$ cat src/rtl/sched_pkg.sv
// Shared types and defaults for the symbol scheduler: FSM state encoding,
// default parameter values and a constant-evaluable clog2 helper.
package sched_pkg;

    localparam int DEF_N_REQ        = 2;
    localparam int DEF_ID_WIDTH     = 1;
    localparam int DEF_RANGE_WIDTH  = 16;
    localparam int DEF_SYMBOL_WIDTH = 4;
    localparam int DEF_PIPE_DEPTH   = 4;

    typedef enum logic [2:0] {
        IDLE     = 3'd0,
        RUN      = 3'd1,
        DRAIN    = 3'd2,
        FLUSH    = 3'd3,
        WAIT_ACK = 3'd4
    } state_t;

    function automatic int clog2(input int value);
        int result;
        int rest;
        result = 0;
        rest   = value - 1;
        while (rest > 0) begin
            result = result + 1;
            rest   = rest >> 1;
        end
        return result;
    endfunction

endpackage

$ cat src/rtl/rr_arbiter.sv
// Combinational round-robin arbiter: picks the first requester at or above
// rr_ptr (with wrap at N_REQ) and returns it as one-hot and as an index.
module rr_arbiter
    import sched_pkg::*;
#(
    parameter int N_REQ    = DEF_N_REQ,
    parameter int ID_WIDTH = DEF_ID_WIDTH
) (
    input  logic [N_REQ-1:0]    req,
    input  logic [ID_WIDTH-1:0] rr_ptr,
    output logic [N_REQ-1:0]    grant,
    output logic [ID_WIDTH-1:0] grant_idx
);

    always_comb begin
        int slot;
        // NOTE: every output gets a default before the search loop, so no path leaves one unassigned and no latch is inferred.
        grant     = '0;
        grant_idx = '0;
        slot      = 0;
        for (int k = 0; k < N_REQ; k++) begin
            slot = int'(rr_ptr) + k;
            if (slot >= N_REQ) begin
                slot = slot - N_REQ;
            end
            if (grant == '0 && req[slot[ID_WIDTH-1:0]]) begin
                grant     = N_REQ'(1) << slot;
                grant_idx = ID_WIDTH'(slot);
            end
        end
    end

endmodule

$ cat src/rtl/symbol_scheduler.sv
// Stream-granular scheduler feeding stage_1 of the arithmetic encoder.
// Optional beat parameter checking is enabled with `define SCHED_PARAM_CHECK_EN.
module symbol_scheduler
    import sched_pkg::*;
#(
    parameter int N_REQ        = DEF_N_REQ,
    parameter int ID_WIDTH     = DEF_ID_WIDTH,
    parameter int RANGE_WIDTH  = DEF_RANGE_WIDTH,
    parameter int SYMBOL_WIDTH = DEF_SYMBOL_WIDTH,
    parameter int PIPE_DEPTH   = DEF_PIPE_DEPTH
) (
    input  logic                                clk_scheduler,
    input  logic                                reset,
    input  logic [N_REQ-1:0]                    req_valid,
    input  logic [N_REQ-1:0]                    req_last,
    input  logic [N_REQ*RANGE_WIDTH-1:0]        req_fl,
    input  logic [N_REQ*RANGE_WIDTH-1:0]        req_fh,
    input  logic [N_REQ*SYMBOL_WIDTH-1:0]       req_symbol,
    input  logic [N_REQ*(SYMBOL_WIDTH+1)-1:0]   req_nsyms,
    input  logic [N_REQ-1:0]                    req_bool,
    output logic [N_REQ-1:0]                    req_ready,
    output logic                                out_valid,
    output logic [RANGE_WIDTH-1:0]              FL,
    output logic [RANGE_WIDTH-1:0]              FH,
    output logic [SYMBOL_WIDTH-1:0]             SYMBOL,
    output logic [SYMBOL_WIDTH:0]               NSYMS,
    output logic                                bool,
    input  logic                                pipe_stall,
    output logic                                pipe_flush,
    input  logic                                flush_ack,
    output logic [ID_WIDTH-1:0]                 owner_id,
    output logic                                busy,
    output logic                                err
);

    localparam int                    CNT_WIDTH  = clog2(PIPE_DEPTH + 1);
    localparam logic [CNT_WIDTH-1:0]  DRAIN_LAST = CNT_WIDTH'(PIPE_DEPTH - 1);
    localparam logic [ID_WIDTH-1:0]   LAST_ID    = ID_WIDTH'(N_REQ - 1);

    state_t                  state;
    state_t                  state_next;
    logic [ID_WIDTH-1:0]     rr_ptr;
    logic [CNT_WIDTH-1:0]    drain_cnt;
    logic [N_REQ-1:0]        grant;
    logic [ID_WIDTH-1:0]     grant_idx;
    logic                    any_req;
    logic                    accept;
    logic                    beat_bad;

    logic [RANGE_WIDTH-1:0]  sel_fl;
    logic [RANGE_WIDTH-1:0]  sel_fh;
    logic [SYMBOL_WIDTH-1:0] sel_symbol;
    logic [SYMBOL_WIDTH:0]   sel_nsyms;
    logic                    sel_bool;
    logic                    sel_last;

    rr_arbiter #(
        .N_REQ    (N_REQ),
        .ID_WIDTH (ID_WIDTH)
    ) u_arbiter (
        .req       (req_valid),
        .rr_ptr    (rr_ptr),
        .grant     (grant),
        .grant_idx (grant_idx)
    );

    assign any_req = |grant;
    assign busy    = (state != IDLE);

    // Operand mux: only the owner's lanes ever reach stage_1.
    assign sel_fl     = req_fl[int'(owner_id)*RANGE_WIDTH +: RANGE_WIDTH];
    assign sel_fh     = req_fh[int'(owner_id)*RANGE_WIDTH +: RANGE_WIDTH];
    assign sel_symbol = req_symbol[int'(owner_id)*SYMBOL_WIDTH +: SYMBOL_WIDTH];
    assign sel_nsyms  = req_nsyms[int'(owner_id)*(SYMBOL_WIDTH+1) +: (SYMBOL_WIDTH+1)];
    assign sel_bool   = req_bool[owner_id];
    assign sel_last   = req_last[owner_id];

    always_comb begin
        state_next = state;
        req_ready  = '0;
        pipe_flush = 1'b0;
        accept     = 1'b0;
        case (state)
            IDLE: begin
                if (any_req) begin
                    state_next = RUN;
                end
            end
            RUN: begin
                req_ready[owner_id] = ~pipe_stall;
                accept              = req_valid[owner_id] & ~pipe_stall;
                if (accept && sel_last) begin
                    state_next = DRAIN;
                end
            end
            DRAIN: begin
                if (!pipe_stall && drain_cnt == DRAIN_LAST) begin
                    state_next = FLUSH;
                end
            end
            FLUSH: begin
                // The flush command must not be lost in a frozen cycle.
                if (!pipe_stall) begin
                    pipe_flush = 1'b1;
                    state_next = WAIT_ACK;
                end
            end
            WAIT_ACK: begin
                if (flush_ack) begin
                    state_next = IDLE;
                end
            end
            default: state_next = IDLE;
        endcase
    end

    always_ff @(posedge clk_scheduler) begin
        if (!reset) begin
            state     <= IDLE;
            owner_id  <= '0;
            rr_ptr    <= '0;
            drain_cnt <= '0;
            out_valid <= 1'b0;
            FL        <= '0;
            FH        <= '0;
            SYMBOL    <= '0;
            NSYMS     <= '0;
            bool      <= 1'b0;
        end else begin
            // NOTE: non-blocking updates, so every register samples pre-edge values regardless of statement order.
            state <= state_next;
            if (state == IDLE && any_req) begin
                owner_id <= grant_idx;
            end
            if (state == WAIT_ACK && flush_ack) begin
                rr_ptr <= (owner_id == LAST_ID) ? '0 : owner_id + 1'b1;
            end
            if (accept && sel_last) begin
                drain_cnt <= '0;
            end else if (state == DRAIN && !pipe_stall) begin
                drain_cnt <= drain_cnt + 1'b1;
            end
            // A stalled pipeline freezes the issue register, including out_valid.
            if (accept) begin
                out_valid <= ~beat_bad;
                FL        <= sel_fl;
                FH        <= sel_fh;
                SYMBOL    <= sel_symbol;
                NSYMS     <= sel_nsyms;
                bool      <= sel_bool;
            end else if (!pipe_stall) begin
                out_valid <= 1'b0;
            end
        end
    end

`ifdef SCHED_PARAM_CHECK_EN
    localparam logic [SYMBOL_WIDTH:0] MAX_NSYMS = (SYMBOL_WIDTH+1)'(1 << SYMBOL_WIDTH);

    assign beat_bad = (sel_nsyms == '0) || (sel_nsyms > MAX_NSYMS) ||
                      (!sel_bool && ({1'b0, sel_symbol} >= sel_nsyms));

    always_ff @(posedge clk_scheduler) begin
        if (!reset) begin
            err <= 1'b0;
        end else if (accept && beat_bad) begin
            err <= 1'b1;
        end
    end
`else
    assign beat_bad = 1'b0;
    assign err      = 1'b0;
`endif

endmodule

$ cat config.mk
export PLATFORM = sky130hd
export DESIGN_NAME = symbol_scheduler
export DESIGN_NICKNAME = d
export VERILOG_FILES = /design/src/rtl/sched_pkg.sv /design/src/rtl/rr_arbiter.sv /design/src/rtl/symbol_scheduler.sv
export SDC_FILE = /design/constraint.sdc
export NUM_CORES = 1
export LEC_CHECK = 0
export ABC_AREA = 1
export CORE_UTILIZATION = 35
export CTS_CLUSTER_SIZE = 24
export DETAILED_ROUTE_END_ITERATION = 10
export PLACE_DENSITY = 0.86
export SETUP_SLACK_MARGIN = 0.1
export SLEW_MARGIN = 20
export SYNTH_ARGS = -nofsm -noshare
export SYNTH_HDL_FRONTEND = slang
export SYNTH_SLANG_ARGS = --single-unit
$ cat constraint.sdc
create_clock -name clk_scheduler -period 1.21 [get_ports clk_scheduler]
set_input_delay 0.242 -clock clk_scheduler [delete_from_list [all_inputs] [get_ports clk_scheduler]]
set_output_delay 0.242 -clock clk_scheduler [all_outputs]
set_load 0.01 [all_outputs]
* Yosys cells after proc, flatten, opt, wreduce, memory -nomap -nowiden
Index checks and enable logic that the tools add are counted.
** Cells by class
- Magnitude comparators :: 6
- Equal/unequal tests :: 11
- Reductions and logical operators :: 15
- Shift-type cells :: 6
- Bitwise gates (word level) :: 4
- $add $sub $neg :: 5
- Multipliers :: 1
- Muxes and demuxes :: 31
** Operator list (count)
- 32-bit two-way mux :: 2
- 32-bit by 6-bit variable part select with 16-bit output :: 2
- 1-bit by 32-bit << shifter with 2-bit output, first input constant :: 2
- 32-bit by 3-bit >= comparator with 1-bit output, second input constant :: 1
- 32-bit by 3-bit subtractor with 32-bit output, second input constant :: 1
- 1-bit two-way mux :: 19
- 3-bit two-way mux :: 5
- 3-bit one-hot mux with 5 select lines :: 1
- 2-bit inequality test, second input constant :: 5
- 10-bit by 5-bit variable part select with 5-bit output :: 1
- 3-bit by 2-bit equality test with 1-bit output, second input constant :: 3
- 1-bit logical AND :: 8
- 8-bit by 4-bit variable part select with 4-bit output :: 1
- 1-bit by 2-bit less-than comparator with 1-bit output, second input constant :: 3
- 2-bit two-way mux :: 3
- 5-bit AND reduction :: 1
- 1-bit by 3-bit multiplier with 4-bit output, second input constant :: 1
- 2-bit OR reduction :: 2
- 3-bit by 1-bit adder with 3-bit output, second input constant :: 1
- 3-bit by 1-bit equality test with 1-bit output, second input constant :: 1
- 3-bit equality test, second input constant :: 1
- 3-bit zero test :: 1
- 3-bit nonzero test :: 1
- 1-bit by 2-bit subtractor with 3-bit output, second input constant :: 1
- 11 further kinds :: 12
** Storage, ports and cells
- Output and inout bits :: 49
- Logic and storage cells :: 89
- Register bits after elaboration :: 51
- Bits of input ports :: 92

* Logic depth before layout (Yosys ltp)
- Depth in word-level cells :: 11
- Depth in mapped cells :: 10
- Depth with buffers taken out :: 10

* Hierarchy
A second synthesis with hierarchy kept.
** Unflattened totals
- Cell total of the unflattened synthesis :: 406
- Area total of the unflattened synthesis :: 2543.7 um2
** By module, submodules not included
- symbol_scheduler :: area each 2516.2 um2, instances 1, cells an instance 400, seq. area each 1021.0 um2
- rr_arbiter :: area each 27.5 um2, instances 1, cells an instance 6, seq. area each 0.0 um2

* Least setup slack after synthesis
OpenSTA, ideal clock, no wires.
- Path type :: register to output
- Start :: register owner_id
- End :: output req_ready[1]
- Arrival :: 1.081 ns
- Stages on the path, launching flop included :: 5
- Path slack :: -0.113 ns
- Path buffers :: 2
- Cells stage by stage :: dfxtp_1 buf_6 inv_6 clkbuf_1 nor3_1
** On the way
- Longest elaborated chain between the ends :: 6
- Elaborated cells between the ends (all ways) :: 7
- Those cells by class :: 2 x order compare; 3 x mux; 1 x bitwise; 1 x reduce/logical
** RTL lines
- start: declaration :: RTL line symbol_scheduler.sv:31 : output logic [ID_WIDTH-1:0] owner_id,
- start signal: assignment :: RTL line symbol_scheduler.sv:133 : owner_id <= grant_idx;
- 1-bit by 2-bit less-than comparator with 1-bit output (not written as such) / 1-bit >= comparator (equally long branches) :: RTL line symbol_scheduler.sv:90 : req_ready[owner_id] = ~pipe_stall;
- 1-bit logical AND (not written as such) :: RTL line symbol_scheduler.sv:90
- 1-bit two-way mux (not written as such) :: RTL line symbol_scheduler.sv:90
- 1-bit demux with 1-bit select * :: RTL line symbol_scheduler.sv:90
- 2-bit AND (no line) *
- 2-bit two-way mux * :: RTL line symbol_scheduler.sv:83 : case (state)
- end: declaration :: RTL line symbol_scheduler.sv:21 : output logic [N_REQ-1:0] req_ready,
Every way passes the cells marked *; elsewhere a longest branch is shown, timed or not.

* Worst setup path after layout
- Start :: register state[1]
- End :: register FL[6]
** On the way
- Longest elaborated chain between the ends :: 2
** RTL lines
- start: declaration :: RTL line symbol_scheduler.sv:40 : state_t state;
- start signal: assignment :: RTL line symbol_scheduler.sv:131 : state <= state_next;
- 3-bit by 1-bit equality test with 1-bit output :: RTL line symbol_scheduler.sv:83
- 1-bit two-way mux :: RTL line symbol_scheduler.sv:83
- end signal: assignment :: RTL line symbol_scheduler.sv:146 : FL <= sel_fl;
- end: declaration :: RTL line symbol_scheduler.sv:23 : output logic [RANGE_WIDTH-1:0] FL,
Every way passes these cells.
A chain may end at the register's enable or synchronous reset.

==> impl_metrics.env <==
export IMPL_outcome="complete, but fails checks"
export IMPL_violations="negative setup slack"
export IMPL_min_path_type="flip-flop to flip-flop"
export IMPL_clk_latency_ns=0.29
export IMPL_ant_nets=0
export IMPL_antenna_found_initial=0
export IMPL_wl_per_cell_um=13.4
export IMPL_cts_clk_slew_worst_paths_ns=0.09
export IMPL_avgSynthCellArea_um2=6.31
export IMPL_synth_fp_nets=497
export IMPL_rsz0062_at_grt="yes"
export IMPL_finalHoldWorstSlack_ns=0.470
export IMPL_finalWirelength_mm=9.04
export IMPL_grtUsageTotal=0.225
export IMPL_final_nets=673
export IMPL_finalCriticalPeriod_ns=1.59
export IMPL_path_class="flip-flop to flip-flop"
export IMPL_grt_pass1_wl_mm=13.4
export IMPL_cap_violations=0
export IMPL_hpwlAfterDp_mm=5.85
export IMPL_max_freq_ghz=0.629
export IMPL_synthDistinctLibCells=28
export IMPL_dieArea_um2=7610
export IMPL_synth_cell_area_um2=2540
export IMPL_startpoint_type="flip-flop"
export IMPL_area_delta_synth_final_pct=88.1
export IMPL_crit_required_ns=1.40
export IMPL_yosys_register_bits=51
export IMPL_synth_warnings=0
export IMPL_grt_overflow=0
export IMPL_postCtsHoldBufs=0
export IMPL_drt_pass1_iter_count=6
export IMPL_tritoncts="done"
export IMPL_grt_start_max_net_pins=28
export IMPL_ys_seq_area_frac=0.402
export IMPL_chipWidth_um=87.2
export IMPL_via_per_inst=4.71
export IMPL_drive_gt1_frac=0.378
export IMPL_finalHoldViolCount=0
export IMPL_setup_ws_ns=-0.380
export IMPL_start_util=0.368
export IMPL_mostFrequentLayoutCell="nand2_1"
export IMPL_gp_congestion=0.835
export IMPL_critPathMaxFanout=5
export IMPL_ios=141
export IMPL_fp_coreArea_um2=6910
export IMPL_cts_buffer_depth=2
export IMPL_numClockSinks=51
export IMPL_drtIter0Drc=100
export IMPL_fp_dieH_um=87.2
export IMPL_powerDensity_nw_per_um2=1380
export IMPL_cts_root_buf="clkbuf_8"
export IMPL_drc=0
export IMPL_insertedDiodeCount=0
export IMPL_worstPathArrival_ns=1.78
export IMPL_hold_path_depth=2
export IMPL_cts_made_buffers=5
export IMPL_setup_violations=54
export IMPL_peakVddDrop_mv=0.803
export IMPL_synthCells=403
export IMPL_grt_pass1_vias=3011
export IMPL_fin_crit_sh=1.31
export IMPL_crit_path_end_kind="flip-flop"
export IMPL_layout_common_cells="nand2_1, clkdlybuf4s50_1, nor2_1"
export IMPL_p_leak_nw=2.21
export IMPL_rows=30
export IMPL_dp_slack_ns=-0.570
export IMPL_fin_skew_ns=0.00452
export IMPL_slew_violations=0
export IMPL_num_vias=3182
export IMPL_cts_htree_levels=2
export IMPL_io_buffers=139
export IMPL_reg2regPathDepth=9
## what timing repair did
| item | in CTS | in global routing |
|---|---|---|
| setup endpoints to repair | 98 | 88 |
| gates resized for setup | 244 | 75 |
| pin swaps | 15 | 16 |
| cloned | 4 | 0 |
| buffers inserted | 11 | 12 |
| hold endpoints to repair | 0 | 0 |
## per-stage QoR
step                      utilization  instances  instance area, um2  power (mW)  TNS, ns
after floorplan                     -        403                2630        3.42    -2.30
after global placement          0.618        644                4270        4.65   -21.51
after detailed placement        0.618        644                4270        4.72   -24.73
after CTS                       0.689        665                4760        6.34   -12.11
after global routing            0.693        675                4780        6.99   -16.15
final                           0.693        675                4780        6.58   -14.32
## cells by family (layout without fill, tap and decap cells)
logic type,Yosys count,in the layout,synth area share
and+or+nand+nor,257,257,0.401
AOI/OAI and AO/OA,53,53,0.107
DFF,51,51,0.402
buffers and inverters,39,215,0.0792
adders and majority gates,2,2,0.00984
other,1,1,0.00147
## registers in the layout, summed over array words and instances, names as in the netlist
signal     count
FH            16
owner_id       1
drain_cnt      3
bool           1
FL            16
out_valid      1
state          3
SYMBOL         4
rr_ptr         1
NSYMS          5
## metal layers
layer	share of wire	vias to the layer above	GRT usage
li1	-	1600	-
met1	0.41	1435	0.255
met2	0.50	135	0.425
met3	0.071	12	0.0483
met4	0.015	0	0.0611
met5	0	-	0
## where the power goes
group / internal, mW / switching, mW / total, mW
clock: 0.607 / 0.524 / 1.13
sequential: 1.98 / 0.145 / 2.12
combinational: 1.65 / 1.67 / 3.33
total: 4.24 / 2.34 / 6.58
## Yosys cell counts, drive strengths merged
cell type | instances | area share
a21oi | 8 | 0.016
or2 | 2 | 0.0049
nand3b | 1 | 0.0030
nor3 | 3 | 0.010
buf | 8 | 0.029
inv | 15 | 0.025
nand4 | 2 | 0.0049
conb | 1 | 0.0015
o21ai | 44 | 0.088
o211ai | 1 | 0.0030
ha | 2 | 0.0098
nand3 | 7 | 0.014
nand2 | 151 | 0.23
nor2 | 91 | 0.14
dfxtp | 51 | 0.40
clkbuf | 16 | 0.026
## worst paths after layout
kind	slack [ns]	from	end
setup / recovery	-0.38	state[1]	FL[6]
setup reg to reg	-0.38	state[1]	FL[6]
hold reg to reg	0.47	FH[0]	FH[0]
hold / removal	0.47	FH[0]	FH[0]
## final cells by class
cell class | count | area [um2]
clock inverter | 1 | 30.0
sequential | 51 | 1070
tap | 96 | 120
timing repair buffer | 193 | 1800
inverter | 15 | 76.3
fill | 565 | 2120
multi-input combinational | 313 | 1610
clock buffer | 6 | 72.6
## critical path, stage by stage (launching register included)
cell     delay (ns)
dfxtp_2        0.33
buf_4          0.14
nor3_4         0.17
buf_4          0.15
buf_6          0.11
nand2_8        0.11
buf_12         0.16
buf_16         0.13
o21ai_2        0.12
nor2_1         0.07
(Power assumes the default switching activity.)
==> edit (same settings) <==
Change the package constant `DEF_PIPE_DEPTH` from 4 to 8.
--- a/src/rtl/sched_pkg.sv
+++ b/src/rtl/sched_pkg.sv
@@ -8,3 +8,3 @@
     localparam int DEF_SYMBOL_WIDTH = 4;
-    localparam int DEF_PIPE_DEPTH   = 4;
+    localparam int DEF_PIPE_DEPTH   = 8;
 
Formal check against the unedited RTL: not equivalent (a bounded check fails within 10 cycles, from zero or initial values and one cycle with reset low).
==> edit against the unedited design <==
- the run still ends with setup timing left
- design area fell by 1.4%
- global-route usage rose by 2.8 points
- worst setup slack improved by 64 ps
- largest cell class unchanged
- die area fell by 8.6%
- first-iteration DRC count rose by 42%
- worst hold slack improved by 24 ps
- non-clock buffer count fell by 3
- total power fell by 2.0%
- sequential cell count rose by 1
- core utilization rose by 4.6 points
- wire length rose by 4.4%
- critical path depth rose by 1
- critical path type unchanged
- clock skew rose by 4.1 ps
- synthesized area fell by 8.8%
==> edit: results <==
[clocking]
cts-buffers-inserted = 5
clk_pin_slew_ps = 90
root_buffer = "clkbuf_8"
htreeDepth = 2
clk_latency_ps = 290
cts_max_path_buffers = 2

[synth]
synth_top_cells_by_count = "nand2_1 (107), dfxtp_1 (52), a31oi_1 (42)"
asyncSetResetFlopFracSynth_pct = 0
syn_nets = 415
ys_warn_count = 0
synth_cell_type_count = 23
seq_area_frac_synth_pct = 44.9
netlist_top_cells_area = "dfxtp_1 (45%), nand2_1 (17%), a31oi_1 (11%)"

[sta]
finClkSkew_ps = 8.65
finalMaxSlewViolations = 0
setup_slack_ps = -316
setup_viol = 53

[min_path]
hold_path_class = "flop to flop"

[cells_and_area]
fillers = 470
final_nets = 587
reg.largest.list = "FH (16), FL (16), NSYMS (5)"
diodes = 0
layout-drive-gt1-share_pct = 42.7

[detailed_routing]
avgRoutedWirePerCell_um = 16.5
drtIter0Drc = 142
routed_via_density = 5.28
first_pass_iters = 4

[place]
placed_area_um2 = 3910
portBuffers = 139
gp_congestion = 0.815
dp_hpwl_um = 5390

[outcome]
violations = "setup timing"
status = "finished with violations"

[power]
p_leak_nw = 1.97
vdd_drop_max_uv = 998

[critical_path]
cp.arrival_ps = 1710
crit_fanout = 5

[grt]
grt_pass1_vias = 3064
grt_pass1_wl_um = 14300
grt_util_all_layers_pct = 25.4
grt_max_degree = 47
antenna_found_initial = 0
## edit: changes by cell type after synthesis, moves of 2 or more
cell / before / now
nor2_1: 90 / 11
a31oi_1: 0 / 42
nand2_1: 149 / 107
o21ai_1: 0 / 10
o21ai_0: 43 / 35
buf_2: 1 / 8
clkbuf_2: 4 / 0
buf_6: 5 / 3
inv_1: 11 / 9
or2_2: 2 / 0
## edit: cell families (layout without fill, tap and decap cells)
| logic type | Yosys count | after routing | share of synthesized area, % |
|---|---|---|---|
| fa+ha+maj | 1 | 1 | 0.540 |
| xor+xnor | 2 | 2 | 0.756 |
| simple gates | 134 | 134 | 23.3 |
| flops | 52 | 52 | 44.9 |
| compound gates | 95 | 95 | 22.8 |
| other cells | 1 | 1 | 0.162 |
| buf+inv | 37 | 209 | 7.56 |
## edit: path summary, 6_finish.rpt
check,cells after the start,to,from,slack [ps]
max reg2reg,10,NSYMS[0],owner_id,-320
max,10,NSYMS[0],owner_id,-320
min reg2reg,2,out_valid,out_valid,490
min,2,out_valid,out_valid,490
## edit: metal layers
layer  routed length [µm]  vias to the layer above  GRT usage (%)
met1                 3770                     1430           29.2
li1                     -                     1437              -
met3                  512                       21           5.77
met5                    0                        -              0
met2                 4920                      126           46.6
met4                  240                        0           7.37
## edit: worst max-delay path, cell delays in order (launching register included)
cell and delay, ps:
dfxtp_4 360, buf_6 120, buf_6 110, nand3_2 60, nand2_2 70, nand2_4 120
clkinv_8 100, buf_12 150, clkbuf_16 150, o21ai_2 110, a31oi_1 50
## edit: where the power goes
| group | leakage [nW] | internal, W | switching [W] |
|---|---|---|---|
| sequential | 0.440 | 0.00203 | 0.000188 |
| combinational | 1.49 | 0.00165 | 0.00165 |
| clock | 0.0410 | 0.000395 | 0.000539 |
## edit: final cells by class
cell class / instances / area (µm²) / share of cell area [%]
Multi-Input combinational cell: 233 / 1520 / 32.2
Clock buffer: 6 / 72.6 / 1.54
Sequential cell: 52 / 1090 / 23.2
Inverter: 12 / 60.1 / 1.27
Timing Repair Buffer: 190 / 1870 / 39.7
Clock inverter: 1 / 5.00 / 0.106
Tap cell: 77 / 96.3 / 2.04
## edit: metrics by stage
stage | total power [W] | setup slack [ps] | setup TNS, ps | std cells
2_1_floorplan | 0.00327 | -9.36 | -91.7 | 322
5_1_grt | 0.00677 | -371 | -15900 | 571
3_3_place_gp | 0.00442 | -548 | -24940 | 536
3_5_place_dp | 0.00449 | -572 | -26590 | 536
4_1_cts | 0.00604 | -251 | -9980 | 561
6_report | 0.00644 | -316 | -13130 | 571
## edit: what timing repair did
action                     CTS  global route
pin swaps                    9            15
cloned                       7             2
gates resized for setup    241           105
setup endpoints to repair   98            85
buffers inserted            11            10
